===== src/rtl/gci_specialmem_pkg.sv =====
// gci_specialmem_pkg: special-memory map addresses, error codes and scanner states
package gci_specialmem_pkg;
  localparam logic [9:0] ADDR_INFO        = 10'h000;
  localparam logic [9:0] ADDR_TOTAL       = 10'h004;
  localparam logic [9:0] ADDR_NODE_BASE   = 10'h100;
  localparam logic [9:0] ADDR_NODE_STRIDE = 10'h020;
  localparam logic [9:0] ADDR_PRIO_OFS    = 10'h004;
  localparam logic [1:0] ERR_NONE     = 2'd0;
  localparam logic [1:0] ERR_TIMEOUT  = 2'd1;
  localparam logic [1:0] ERR_OVERFLOW = 2'd2;
  localparam logic [1:0] ERR_MISMATCH = 2'd3;
  typedef enum logic [2:0] {
    S_IDLE, S_RD_INFO, S_RD_TOTAL, S_RD_SIZE, S_RD_PRIO, S_CHECK, S_DONE, S_ERROR
  } state_t;
endpackage


===== src/rtl/gci_hub_specialmem_scanner_timeout.sv =====
// gci_hub_specialmem_scanner_timeout: per-read wait counter with clear/enable and expiry flag
module gci_hub_specialmem_scanner_timeout #(
  parameter int P_TIMEOUT = 16
) (
  input  logic i_clk,
  input  logic i_rst,
  input  logic i_clr,
  input  logic i_en,
  output logic o_expired
);
  localparam int W = $clog2(P_TIMEOUT) + 1;
  logic [W-1:0] r_cnt;
  assign o_expired = r_cnt == W'(P_TIMEOUT - 1);
  always_ff @(posedge i_clk) begin
    if (i_rst || i_clr) r_cnt <= '0;
    else if (i_en && !o_expired) r_cnt <= r_cnt + 1'b1;
  end
endmodule


===== src/rtl/gci_hub_specialmem_scanner.sv =====
// gci_hub_specialmem_scanner: walks the special-memory map and builds the node size/base/priority table
module gci_hub_specialmem_scanner
  import gci_specialmem_pkg::*;
#(
  parameter int          P_NODES        = 4,
  parameter int          P_TIMEOUT      = 16,
  parameter logic [31:0] P_SPECIAL_SIZE = 32'h400
) (
  input  logic                   iCLOCK,
  input  logic                   iRESET_SYNC,
  input  logic                   iSTART,
  output logic                   oBUSY,
  output logic                   oDONE,
  output logic                   oERROR,
  output logic [1:0]             oERROR_CODE,
  output logic                   oREAD_REQ,
  output logic [9:0]             oREAD_ADDR,
  input  logic                   iDATA_VALID,
  input  logic [31:0]            iDATA,
  output logic [2:0]             oNODE_NUM,
  output logic [32*P_NODES-1:0]  oNODE_SIZE,
  output logic [32*P_NODES-1:0]  oNODE_BASE,
  output logic [8*P_NODES-1:0]   oNODE_PRIORITY,
  output logic [P_NODES-1:0]     oNODE_VALID
);
  state_t                r_state;
  logic [2:0]            r_idx, r_num;
  logic [31:0]           r_acc, r_total;
  logic [32*P_NODES-1:0] r_size, r_base;
  logic [8*P_NODES-1:0]  r_prio;
  logic [P_NODES-1:0]    r_valid;
  logic                  r_done, r_error;
  logic [1:0]            r_code;
  logic                  w_rd, w_beat, w_expired;
  logic [8:0]            w_count;
  logic [9:0]            w_node_addr;
  assign w_rd        = r_state inside {S_RD_INFO, S_RD_TOTAL, S_RD_SIZE, S_RD_PRIO};
  assign w_beat      = w_rd & iDATA_VALID;
  assign w_count     = {1'b0, iDATA[7:0]} + 9'd1;
  assign w_node_addr = ADDR_NODE_BASE + 10'(r_idx) * ADDR_NODE_STRIDE;
  assign oBUSY          = w_rd | (r_state == S_CHECK);
  assign oDONE          = r_done;
  assign oERROR         = r_error;
  assign oERROR_CODE    = r_code;
  assign oREAD_REQ      = w_rd;
  assign oREAD_ADDR     = r_state == S_RD_TOTAL ? ADDR_TOTAL :
                          r_state == S_RD_SIZE  ? w_node_addr :
                          r_state == S_RD_PRIO  ? w_node_addr + ADDR_PRIO_OFS : ADDR_INFO;
  assign oNODE_NUM      = r_num;
  assign oNODE_SIZE     = r_size;
  assign oNODE_BASE     = r_base;
  assign oNODE_PRIORITY = r_prio;
  assign oNODE_VALID    = r_valid;
  // The counter restarts on every completed beat, so each RD_* state gets a full window
  gci_hub_specialmem_scanner_timeout #(.P_TIMEOUT(P_TIMEOUT)) u_timeout (
    .i_clk     (iCLOCK),
    .i_rst     (iRESET_SYNC),
    .i_clr     (w_beat | ~w_rd),
    .i_en      (w_rd),
    .o_expired (w_expired)
  );
  always_ff @(posedge iCLOCK) begin
    if (iRESET_SYNC) begin
      r_state <= S_IDLE;
      r_idx   <= '0;
      r_num   <= '0;
      r_acc   <= '0;
      r_total <= '0;
      r_size  <= '0;
      r_base  <= '0;
      r_prio  <= '0;
      r_valid <= '0;
      r_done  <= 1'b0;
      r_error <= 1'b0;
      r_code  <= ERR_NONE;
    end else begin
      case (r_state)
        S_IDLE, S_DONE, S_ERROR: begin
          r_done  <= r_state == S_DONE;
          r_error <= r_state == S_ERROR;
          if (iSTART) begin
            r_state <= S_RD_INFO;
            r_idx   <= '0;
            r_num   <= '0;
            r_acc   <= '0;
            r_total <= '0;
            r_size  <= '0;
            r_base  <= '0;
            r_prio  <= '0;
            r_valid <= '0;
            r_done  <= 1'b0;
            r_error <= 1'b0;
            r_code  <= ERR_NONE;
          end
        end
        S_RD_INFO: if (w_beat) begin
          if (w_count > 9'(P_NODES)) begin
            r_state <= S_ERROR;
            r_code  <= ERR_OVERFLOW;
          end else begin
            r_num   <= w_count[2:0];
            r_idx   <= '0;
            r_acc   <= P_SPECIAL_SIZE;
            r_state <= S_RD_TOTAL;
          end
        end
        S_RD_TOTAL: if (w_beat) begin
          r_total <= iDATA;
          r_state <= S_RD_SIZE;
        end
        S_RD_SIZE: if (w_beat) begin
          r_size[32*r_idx +: 32] <= iDATA;
          r_base[32*r_idx +: 32] <= r_acc;
          r_acc   <= r_acc + iDATA;
          r_state <= S_RD_PRIO;
        end
        S_RD_PRIO: if (w_beat) begin
          r_prio[8*r_idx +: 8] <= iDATA[7:0];
          r_valid <= r_valid | (P_NODES'(1) << r_idx);
          r_idx   <= r_idx + 3'd1;
          r_state <= (4'(r_idx) + 4'd1 < 4'(r_num)) ? S_RD_SIZE : S_CHECK;
        end
        S_CHECK: begin
          r_state <= r_acc != r_total ? S_ERROR : S_DONE;
          r_code  <= r_acc != r_total ? ERR_MISMATCH : ERR_NONE;
        end
        default: r_state <= S_IDLE;
      endcase
      if (w_rd && !iDATA_VALID && w_expired) begin
        r_state <= S_ERROR;
        r_code  <= ERR_TIMEOUT;
      end
    end
  end
endmodule


===== config.mk =====
export PLATFORM = sky130hd
export DESIGN_NAME = gci_hub_specialmem_scanner
export DESIGN_NICKNAME = d
export VERILOG_FILES = /design/src/rtl/gci_specialmem_pkg.sv /design/src/rtl/gci_hub_specialmem_scanner_timeout.sv /design/src/rtl/gci_hub_specialmem_scanner.sv
export SDC_FILE = /design/constraint.sdc
export NUM_CORES = 1
export LEC_CHECK = 0
export ABC_CLOCK_PERIOD_IN_PS = 3100
export BUFFER_PORTS_ARGS = -buffer_cell sky130_fd_sc_hd__buf_2
export CORE_UTILIZATION = 52
export CTS_CLUSTER_DIAMETER = 60
export DETAILED_ROUTE_END_ITERATION = 8
export PLACE_DENSITY = 0.84
export SLEW_MARGIN = 20
export SYNTH_ARGS = -nofsm -noshare
export SYNTH_HDL_FRONTEND = slang
export SYNTH_SLANG_ARGS = --single-unit

===== constraint.sdc =====
create_clock -name iCLOCK -period 3.1 [get_ports iCLOCK]
set_input_delay 0.31 -clock iCLOCK [delete_from_list [all_inputs] [get_ports iCLOCK]]
set_output_delay 0.31 -clock iCLOCK [all_outputs]
set_load 0.005 [all_outputs]

==> results.json, run 1 <==
{
  "critPathMostFrequentCell": "a21oi_2",
  "slowest_delay_ns": 0.43,
  "r2r-start": "r_acc[0]$_SDFFE_PP0P_",
  "die_area_um2": 30000,
  "min_to": "r_total[26]$_SDFFE_PP0P_",
  "cts_tree": "done",
  "post-route-period-util_pct": 90.1,
  "first_iter_violations": 1592,
  "tightest_slew_ns": 0.990,
  "num_io_pins": 347,
  "dp.cells": 2373,
  "grt_pass1_vias": 13700,
  "final_max_slew_viol_count": 0,
  "yosysTopAreaCell": "dfxtp_1",
  "wire_per_inst_um": 20.8,
  "clk_pin_slew_worst_paths_ns": 0.07,
  "powerDensity_nw_per_um2": 629,
  "die_w_um": 173,
  "grt-ovfl-total": 0,
  "finalPower_uw": 11900,
  "hold_buffers": 0,
  "cts.sinks": 374,
  "drive_gt1_share_pct": 24.6,
  "ctsResizeCount": 0,
  "ir_drop_v": 0.000529,
  "synth.area.top_cells": "dfxtp_1 49%, a22oi_1 15%, nor2_1 8.7%, ha_1 3.5%, a21oi_1 2.9%",
  "routed_wl_um": 50900,
  "io_buffers": 341,
  "yosys_warnings": 0,
  "cp_num_buf_inv": 1,
  "async_flop_share_pct": 0,
  "crit_fanout": 3,
  "syn_area_per_cell_um2": 8.92,
  "synthMostInstantiatedCell": "dfxtp_1",
  "r2r_cells": 12,
  "numCtsBuffers": 40,
  "hold_path_depth": 3,
  "reg2reg_to": "r_acc[30]$_SDFFE_PP0P_",
  "grt_usage_pct": 32.4,
  "slowest_stage": "a2111o_1",
  "finalSetupTns_ns": 0,
  "fmax_mhz": 358,
  "rows": 62,
  "skew_ns": 0.0272,
  "hold_path_startpoint": "iDATA[26]",
  "hold_violations": 0,
  "crit_family": "compound AO/OA/AOI/OAI gates",
  "antenna_found_initial": 0,
  "synth_edf_count": 0,
  "crit_type": "reg2reg",
  "syn_inst": 1709,
  "synth_top_area_share_pct": 49.1,
  "outcome": "finished clean",
  "relSlewSlack_pct": 33.9,
  "root_buffer": "clkbuf_16",
  "vias": 14700,
  "grt_pass1_wl_um": 77500,
  "final_nets": 2111,
  "core-area_um2": 28800,
  "synthFlopType": "dfxtp_1",
  "setup_viol": 0,
  "seq_area_frac_synth_pct": 49.1,
  "route.detailed.drc": 0,
  "maxCapViolations": 0,
  "fin_cells": 2447,
  "cts_setup_buffers": 0,
  "ys_types": 67,
  "syn-cell-area_um2": 15200,
  "gp_congestion": 0.995,
  "cp.arrival_ns": 3.26,
  "first_pass_iters": 6,
  "crit_required_ns": 3.57,
  "period_needed_ns": 2.79,
  "leakagePower_uw": 0.00819,
  "drtAntennaViolNets": 0,
  "start_kind": "register",
  "cts.htree.levels": 2,
  "rsz0062_at_grt": "no",
  "nFillCells": 2348,
  "hp-class": "in2reg",
  "synth-seq-cells": 374,
  "viasPerCell": 6.01,
  "r2r_slack_ns": 0.31,
  "synth_common_cells": "374 x dfxtp_1, 354 x nor2_1, 298 x a22oi_1, 96 x clkbuf_1, 90 x nand2_1",
  "die_h_um": 173,
  "insertion_delay_ns": 0.53,
  "grt_start_max_net_pins": 182,
  "hpwl_um": 34200,
  "crit_path_end_kind": "register",
  "antenna_cells": 0,
  "start_util_pct": 53.0,
  "cp_cell_sequence": "ha_1 > inv_1 > fa_1 > nand2b_1 > a21oi_2 > nor2_1 > o31ai_4 > a41oi_2 > a21oi_2 > nand4_1 > a2111o_1 > nand3_1",
  "area_delta_synth_final_pct": 24.2,
  "cts_buffer_depth": 3
}
==> worst reg2reg max path, cell delays in order, from the launching register on <==
cell and delay, ns:
dfxtp_1 0.35, ha_1 0.20, inv_1 0.06, fa_1 0.37
nand2b_1 0.20, a21oi_2 0.16, nor2_1 0.11, o31ai_4 0.28
a41oi_2 0.19, a21oi_2 0.18, nand4_1 0.13, a2111o_1 0.43
nand3_1 0.08
==> sequential cells by signal, indices dropped and copies added (netlist names), 3 cells and up <==
name,count
u_timeout.r_cnt,5
oNODE_PRIORITY,32
oNODE_SIZE,128
oNODE_BASE,128
r_acc,32
r_idx,3
r_total,32
r_state,3
oNODE_NUM,3
oNODE_VALID,4
==> worst max-delay path by stage <==
stage	slack (ns)	cells past startpoint	start	endpoint
floorplan	0.30	12	iDATA[1]	r_acc[30]$_SDFFE_PP0P_
global placement	0.30	13	iDATA[0]	r_acc[30]$_SDFFE_PP0P_
detailed placement	0.26	13	iDATA[0]	r_acc[30]$_SDFFE_PP0P_
CTS	0.33	12	r_acc[0]$_SDFFE_PP0P_	r_acc[30]$_SDFFE_PP0P_
global route	0.15	12	r_acc[0]$_SDFFE_PP0P_	r_acc[30]$_SDFFE_PP0P_
finish	0.31	12	r_acc[0]$_SDFFE_PP0P_	r_acc[30]$_SDFFE_PP0P_
==> cell families after synthesis <==
group	Yosys count	share of synthesized area, %
AOI/OAI and AO/OA	496	22.9
xor gates and xnor gates	62	3.56
adders and majority gates	44	3.66
buffers and inverters	155	4.28
DFF	374	49.1
muxes	10	0.673
other	1	0.0246
and+or+nand+nor	567	15.8
==> cell type report <==
class / count / area, µm² / share of cell area, %
Sequential cell: 374 / 7490 / 39.5
Timing Repair Buffer: 410 / 2320 / 12.3
Tap cell: 384 / 480 / 2.54
Clock buffer: 53 / 1130 / 5.97
Clock inverter: 21 / 255 / 1.35
Multi-Input combinational cell: 1184 / 7180 / 37.9
Inverter: 21 / 78.8 / 0.416
==> layer usage <==
layer	vias up	wire length, µm	global-route usage (%)
met1	7001	20400	42.5
met3	166	4450	4.91
li1	6705	-	-
met5	-	0	0
met4	0	2290	13.6
met2	844	23800	53.3
==> stage by stage <==
| step | utilization, % | cell area [µm²] | setup slack (ns) | hold slack, ns |
|---|---|---|---|---|
| global route | 65.8 | 18900 | 0.154 | 0.124 |
| floorplan | - | 15300 | 0.301 | 0.444 |
| CTS | 65.8 | 18900 | 0.334 | 0.102 |
| finish | 65.8 | 18900 | 0.308 | 0.122 |
| global placement | 61.0 | 17500 | 0.296 | 0.451 |
| detailed placement | 61.0 | 17500 | 0.264 | 0.453 |
==> power breakdown <==
part / internal (µW) / switching (µW)
clock: 2940 / 2020
sequential: 4870 / 71.2
combinational: 563 / 1440
total: 8380 / 3530
==> layout by cell type, fill, tap and decap left out, types with 10 or more instances in the layout <==
cell,count
nand2_1,90
buf_4,62
nand3_1,43
nor2b_1,10
nor2_1,351
inv_1,20
o21ai_0,22
ha_1,43
nor3_1,12
xor2_1,18
buf_2,340
xnor2_1,44
a22oi_1,298
a21oi_1,88
nand4_1,15
dfxtp_1,374
clkbuf_16,41
a21o_1,17
Note: power is estimated with default switching activity, not from simulation.
==> run 2, diff against run 1 <==
Settings changed: CORE_UTILIZATION 52 to 54, PLACE_DENSITY 0.84 to 0.87.
==> run 2 against run 1 <==
Compared with the run above: via count increased by 0.32%; sequential cell count did not move; clock power is 4.8% lower; first-iteration DRC count is 1.6% lower; final cell count is 0.53% lower; maximum frequency down 1.6%; utilization is 1.9 points higher; largest cell class unchanged; final area is 0.69% lower; wire length shrank 1.4%.
==> results.json, run 2 (synthesized netlist as in run 1, its figures left out) <==
{
  "combPwrFrac_pct": 17.0,
  "final_max_slew_viol_count": 0,
  "setup_viol": 0,
  "p_seq_share_pct": 42.5,
  "start_kind": "register",
  "r2r-start": "r_acc[1]$_SDFFE_PP0P_",
  "wire_per_inst_um": 20.6,
  "p_switching_uw": 3440,
  "final_nets": 2106,
  "area_delta_synth_final_pct": 23.3,
  "insertion_delay_ns": 0.54,
  "maxCapViolations": 0,
  "first_iter_violations": 1567,
  "hold_buffers": 0,
  "grt_usage_pct": 33.3,
  "core-area_um2": 27800,
  "powerDensity_nw_per_um2": 620,
  "crit_required_ns": 3.50,
  "place_ws_ns": 0.242,
  "hold_path_startpoint": "iDATA[28]",
  "ir_drop_v": 0.000437,
  "switching_share_pct": 29.5,
  "gp_congestion": 0.966,
  "cts_tree": "done",
  "cts.htree.levels": 2,
  "die_w_um": 170,
  "cts.sinks": 374,
  "crit_path_end_kind": "register",
  "postLayoutCoreUtil_pct": 67.7,
  "start_util_pct": 54.9,
  "hp-class": "in2reg",
  "ctsResizeCount": 0,
  "clk_pin_slew_worst_paths_ns": 0.06,
  "drtAntennaViolNets": 0,
  "internal_power_uw": 8220,
  "layout_common_cells": "374 x dfxtp_1, 351 x nor2_1, 340 x buf_2",
  "route.detailed.drc": 0,
  "period_needed_ns": 2.84,
  "setup_ws_ns": 0.263,
  "rows": 61,
  "cts_buffer_depth": 3,
  "tightest_slew_ns": 0.996,
  "p_clk_share_pct": 40.5,
  "first_pass_iters": 6,
  "outcome": "finished clean",
  "grt_pass1_wl_um": 75000,
  "routed_wl_um": 50200,
  "hold_violations": 0,
  "die_h_um": 170,
  "num_io_pins": 347,
  "cts_setup_buffers": 0,
  "min_to": "r_total[28]$_SDFFE_PP0P_",
  "rsz0062_at_grt": "no",
  "grt_pass1_vias": 13400,
  "vias": 14800,
  "hpwl_um": 34100,
  "final_common_cell": "dfxtp_1",
  "r2r_slack_ns": 0.26,
  "crit_type": "reg2reg",
  "post-route-period-util_pct": 91.5,
  "io_buffers": 341,
  "grt-ovfl-total": 0,
  "numCtsBuffers": 39,
  "root_buffer": "clkbuf_16",
  "hold_path_depth": 3,
  "holdWs_ns": 0.124,
  "antenna_found_initial": 0,
  "r2r_cells": 10,
  "viasPerCell": 6.07,
  "grt_start_max_net_pins": 222,
  "antenna_cells": 0,
  "die_area_um2": 28900,
  "relSlewSlack_pct": 33.4,
  "crit_fanout": 6,
  "finalSetupTns_ns": 0,
  "skew_ns": 0.0223,
  "cp.arrival_ns": 3.24,
  "fmax_mhz": 352,
  "drive_gt1_share_pct": 24.2,
  "reg2reg_to": "r_acc[29]$_SDFFE_PP0P_",
  "leakagePower_uw": 0.00813
}
## run 2: cell types whose count changed in the layout (fill, tap and decap cells not counted), sizes merged
| cell | change |
|---|---|
| clkbuf | +4 |
| buf | -4 |
| clkinv | -3 |
| inv | -2 |
| bufinv | -1 |
| clkinvlp | -1 |
## run 2: worst max-delay path by stage
stage	from	cells past startpoint	end
2_1_floorplan	iDATA[1]	12	r_acc[30]$_SDFFE_PP0P_
3_3_place_gp	iDATA[0]	13	r_acc[30]$_SDFFE_PP0P_
3_5_place_dp	iDATA[0]	13	r_acc[30]$_SDFFE_PP0P_
4_1_cts	r_acc[1]$_SDFFE_PP0P_	10	r_acc[29]$_SDFFE_PP0P_
5_1_grt	r_acc[1]$_SDFFE_PP0P_	10	r_acc[29]$_SDFFE_PP0P_
6_report	r_acc[1]$_SDFFE_PP0P_	10	r_acc[29]$_SDFFE_PP0P_
## run 2: through the flow
stage                     total power [µW]  cell area, µm²  cells
after global routing                 12100           18800   2434
after detailed placement              6980           17500   2363
after CTS                            11600           18800   2434
after global placement                6950           17500   2363
after floorplan                       6260           15300   1713
final                                11700           18800   2434
## run 2: power groups by stage
stage	Combinational, µW	Clock (µW)	Sequential [µW]
6_report	1980	4730	4950
5_1_grt	2120	4980	4960
4_1_cts	1930	4760	4950
2_1_floorplan	1240	0	5030
3_3_place_gp	1900	0	5050
3_5_place_dp	1930	0	5060
## run 2: layout make-up
| type | instances | area (µm²) |
|---|---|---|
| Fill cell | 2208 | 8980 |
| Sequential cell | 374 | 7490 |
| Multi-Input combinational cell | 1184 | 7180 |
| Timing Repair Buffer | 406 | 2280 |
| Clock buffer | 57 | 1120 |
| Tap cell | 378 | 473 |
| Clock inverter | 14 | 179 |
| Inverter | 21 | 78.8 |
## run 2: layer usage
metal	part of all wire [%]	vias up	track usage [%]
met1	39	7068	42.0
met4	4.9	0	15.7
met2	47	831	54.7
li1	-	6702	-
met3	9.0	162	6.28
met5	0	-	0
## run 2: critical path, stage by stage (launching register included)
cell and delay [ns]:
dfxtp_1 0.45, ha_1 0.29, a21oi_2 0.16, nor2_1 0.08
or4_1 0.55, a31o_2 0.32, a21oi_4 0.21, o21ai_2 0.13
a211oi_2 0.22, mux2i_1 0.20, nand3_1 0.09
==> run 3, diff against run 2 <==
Settings changed: ABC_CLOCK_PERIOD_IN_PS 3100 to 2900, CAP_MARGIN from default to 10.
Clock period 3.1 ns to 2.9 ns, I/O delays scaled along.
==> run 3 against run 2 <==
Compared with the run above: setup slack lost 0.19 ns; clock power grew 13%; utilization grew 0.87 points; critical endpoint is now r_acc[30]$_SDFFE_PP0P_; final cell count is 0.53% higher; register-to-register slack got worse by 0.19 ns; wire length is 1.9% higher.
==> results.json, run 3 (synthesized netlist as in run 1, its figures left out) <==
{
  "outcome": "finished clean",
  "first_pass_iters": 8,
  "cts.htree.levels": 2,
  "relSlewSlack_pct": 31.5,
  "r2r_cells": 12,
  "routed_wl_um": 51100,
  "ir_drop_v": 0.000622,
  "crit_fanout": 2,
  "start_util_pct": 54.9,
  "die_area_um2": 28900,
  "io_buffers": 341,
  "antenna_found_initial": 0,
  "drive_gt1_share_pct": 25.0,
  "cts_buffer_depth": 3,
  "core-area_um2": 27800,
  "dp.cells": 2375,
  "crit_path_end_kind": "register",
  "grt_pass1_wl_um": 78100,
  "start_kind": "register",
  "crit_type": "reg2reg",
  "insertion_delay_ns": 0.55,
  "wire_per_inst_um": 20.9,
  "hpwl_um": 34200,
  "die_w_um": 170,
  "gp_congestion": 0.969,
  "fin_cells": 2447,
  "root_buffer": "clkbuf_16",
  "r2r-start": "r_acc[0]$_SDFFE_PP0P_",
  "cts.sinks": 374,
  "tightest_slew_ns": 1.03,
  "grt_usage_pct": 34.5,
  "reg2reg_to": "r_acc[30]$_SDFFE_PP0P_",
  "numCtsBuffers": 39,
  "skew_ns": 0.0266,
  "final_max_slew_viol_count": 0,
  "grt_start_max_net_pins": 228,
  "holdWs_ns": 0.0669,
  "grt-ovfl-total": 0,
  "hp-class": "in2reg",
  "grt_pass1_vias": 14000,
  "vias": 14900,
  "layout_common_cells": "373 x dfxtp_1, 351 x nor2_1, 340 x buf_2",
  "hold_violations": 0,
  "cp.arrival_ns": 3.31,
  "setup_ws_ns": 0.0752,
  "hold_buffers": 0,
  "r2r_slack_ns": 0.08,
  "period_needed_ns": 2.82,
  "leakagePower_uw": 0.00826,
  "final_nets": 2120,
  "num_io_pins": 347,
  "place_ws_ns": 0.00459,
  "maxCapViolations": 0,
  "rows": 61,
  "antenna_cells": 0,
  "crit_required_ns": 3.39,
  "cp-endpoint": "r_acc[30]$_SDFFE_PP0P_",
  "area_delta_synth_final_pct": 24.9,
  "viasPerCell": 6.09,
  "fmax_mhz": 354,
  "first_iter_violations": 1487,
  "clk_pin_slew_worst_paths_ns": 0.06,
  "setup_viol": 0,
  "final_common_cell": "dfxtp_1",
  "crit_start": "r_acc[0]$_SDFFE_PP0P_",
  "route.detailed.drc": 0,
  "powerDensity_nw_per_um2": 672,
  "die_h_um": 170,
  "post-route-period-util_pct": 97.4,
  "cts_tree": "done",
  "drtAntennaViolNets": 0
}
[run 3: area by class of cell]
| class | count | area, µm² |
|---|---|---|
| tap | 378 | 473 |
| fill | 2203 | 8740 |
| clock inverter | 20 | 314 |
| sequential | 374 | 7490 |
| multi-input combinational | 1184 | 7190 |
| timing repair buffer | 420 | 2430 |
| inverter | 21 | 78.8 |
| clock buffer | 50 | 1070 |
[run 3: through the flow]
step / power (µW) / setup TNS [ns] / util, % / instance area (µm²)
6_report: 12800 / 0 / 68.6 / 19000
5_1_grt: 13200 / -0.0218 / 68.6 / 19000
4_1_cts: 12800 / 0 / 68.5 / 19000
3_5_place_dp: 7480 / 0 / 63.5 / 17600
3_3_place_gp: 7440 / 0 / 63.5 / 17600
2_1_floorplan: 6700 / 0 / - / 15300
[run 3: what timing repair did]
item / 4_1_cts / 5_1_grt
gates resized for setup: 0 / 3
setup buffers: 0 / 2
setup endpoints to repair: 0 / 4
[run 3: worst max-delay path, cell delays in order, from the launching register on]
cell and delay, ns:
dfxtp_1 0.35, ha_2 0.20, inv_1 0.05, fa_1 0.37, nand2b_4 0.16, a21oi_2 0.17, nor2_1 0.12, o31ai_4 0.24
a41oi_2 0.19, a21oi_2 0.24, nand4_1 0.15, a2111o_1 0.44, nand3_1 0.09
[run 3: worst min path at each step]
stage                                   end                     start  cells after the start  slack [ns]
5_1_grt          oNODE_BASE[2]$_SDFFE_PP0P_               iRESET_SYNC                      2        0.06
3_3_place_gp       r_total[15]$_SDFFE_PP0P_  r_total[15]$_SDFFE_PP0P_                      2        0.45
6_report              r_acc[3]$_SDFFE_PP0P_               iRESET_SYNC                      2        0.07
3_5_place_dp       r_total[30]$_SDFFE_PP0P_  r_total[30]$_SDFFE_PP0P_                      2        0.46
4_1_cts         oNODE_BASE[37]$_SDFFE_PP0P_               iRESET_SYNC                      2        0.05
2_1_floorplan  oNODE_SIZE[127]$_SDFFE_PP0P_                 iDATA[31]                      2        0.44
[run 3: where the power goes]
group | internal (µW) | switching (µW) | total, µW
Combinational | 598 | 1530 | 2130
Clock | 3190 | 2180 | 5360
Sequential | 5210 | 88.7 | 5300
[run 3: metal layers]
| layer | track usage, % | part of all wire (%) |
|---|---|---|
| met1 | 43.4 | 39 |
| met2 | 55.5 | 47 |
| met3 | 6.60 | 9.1 |
| met4 | 19.3 | 5.8 |
| met5 | 0 | 0 |
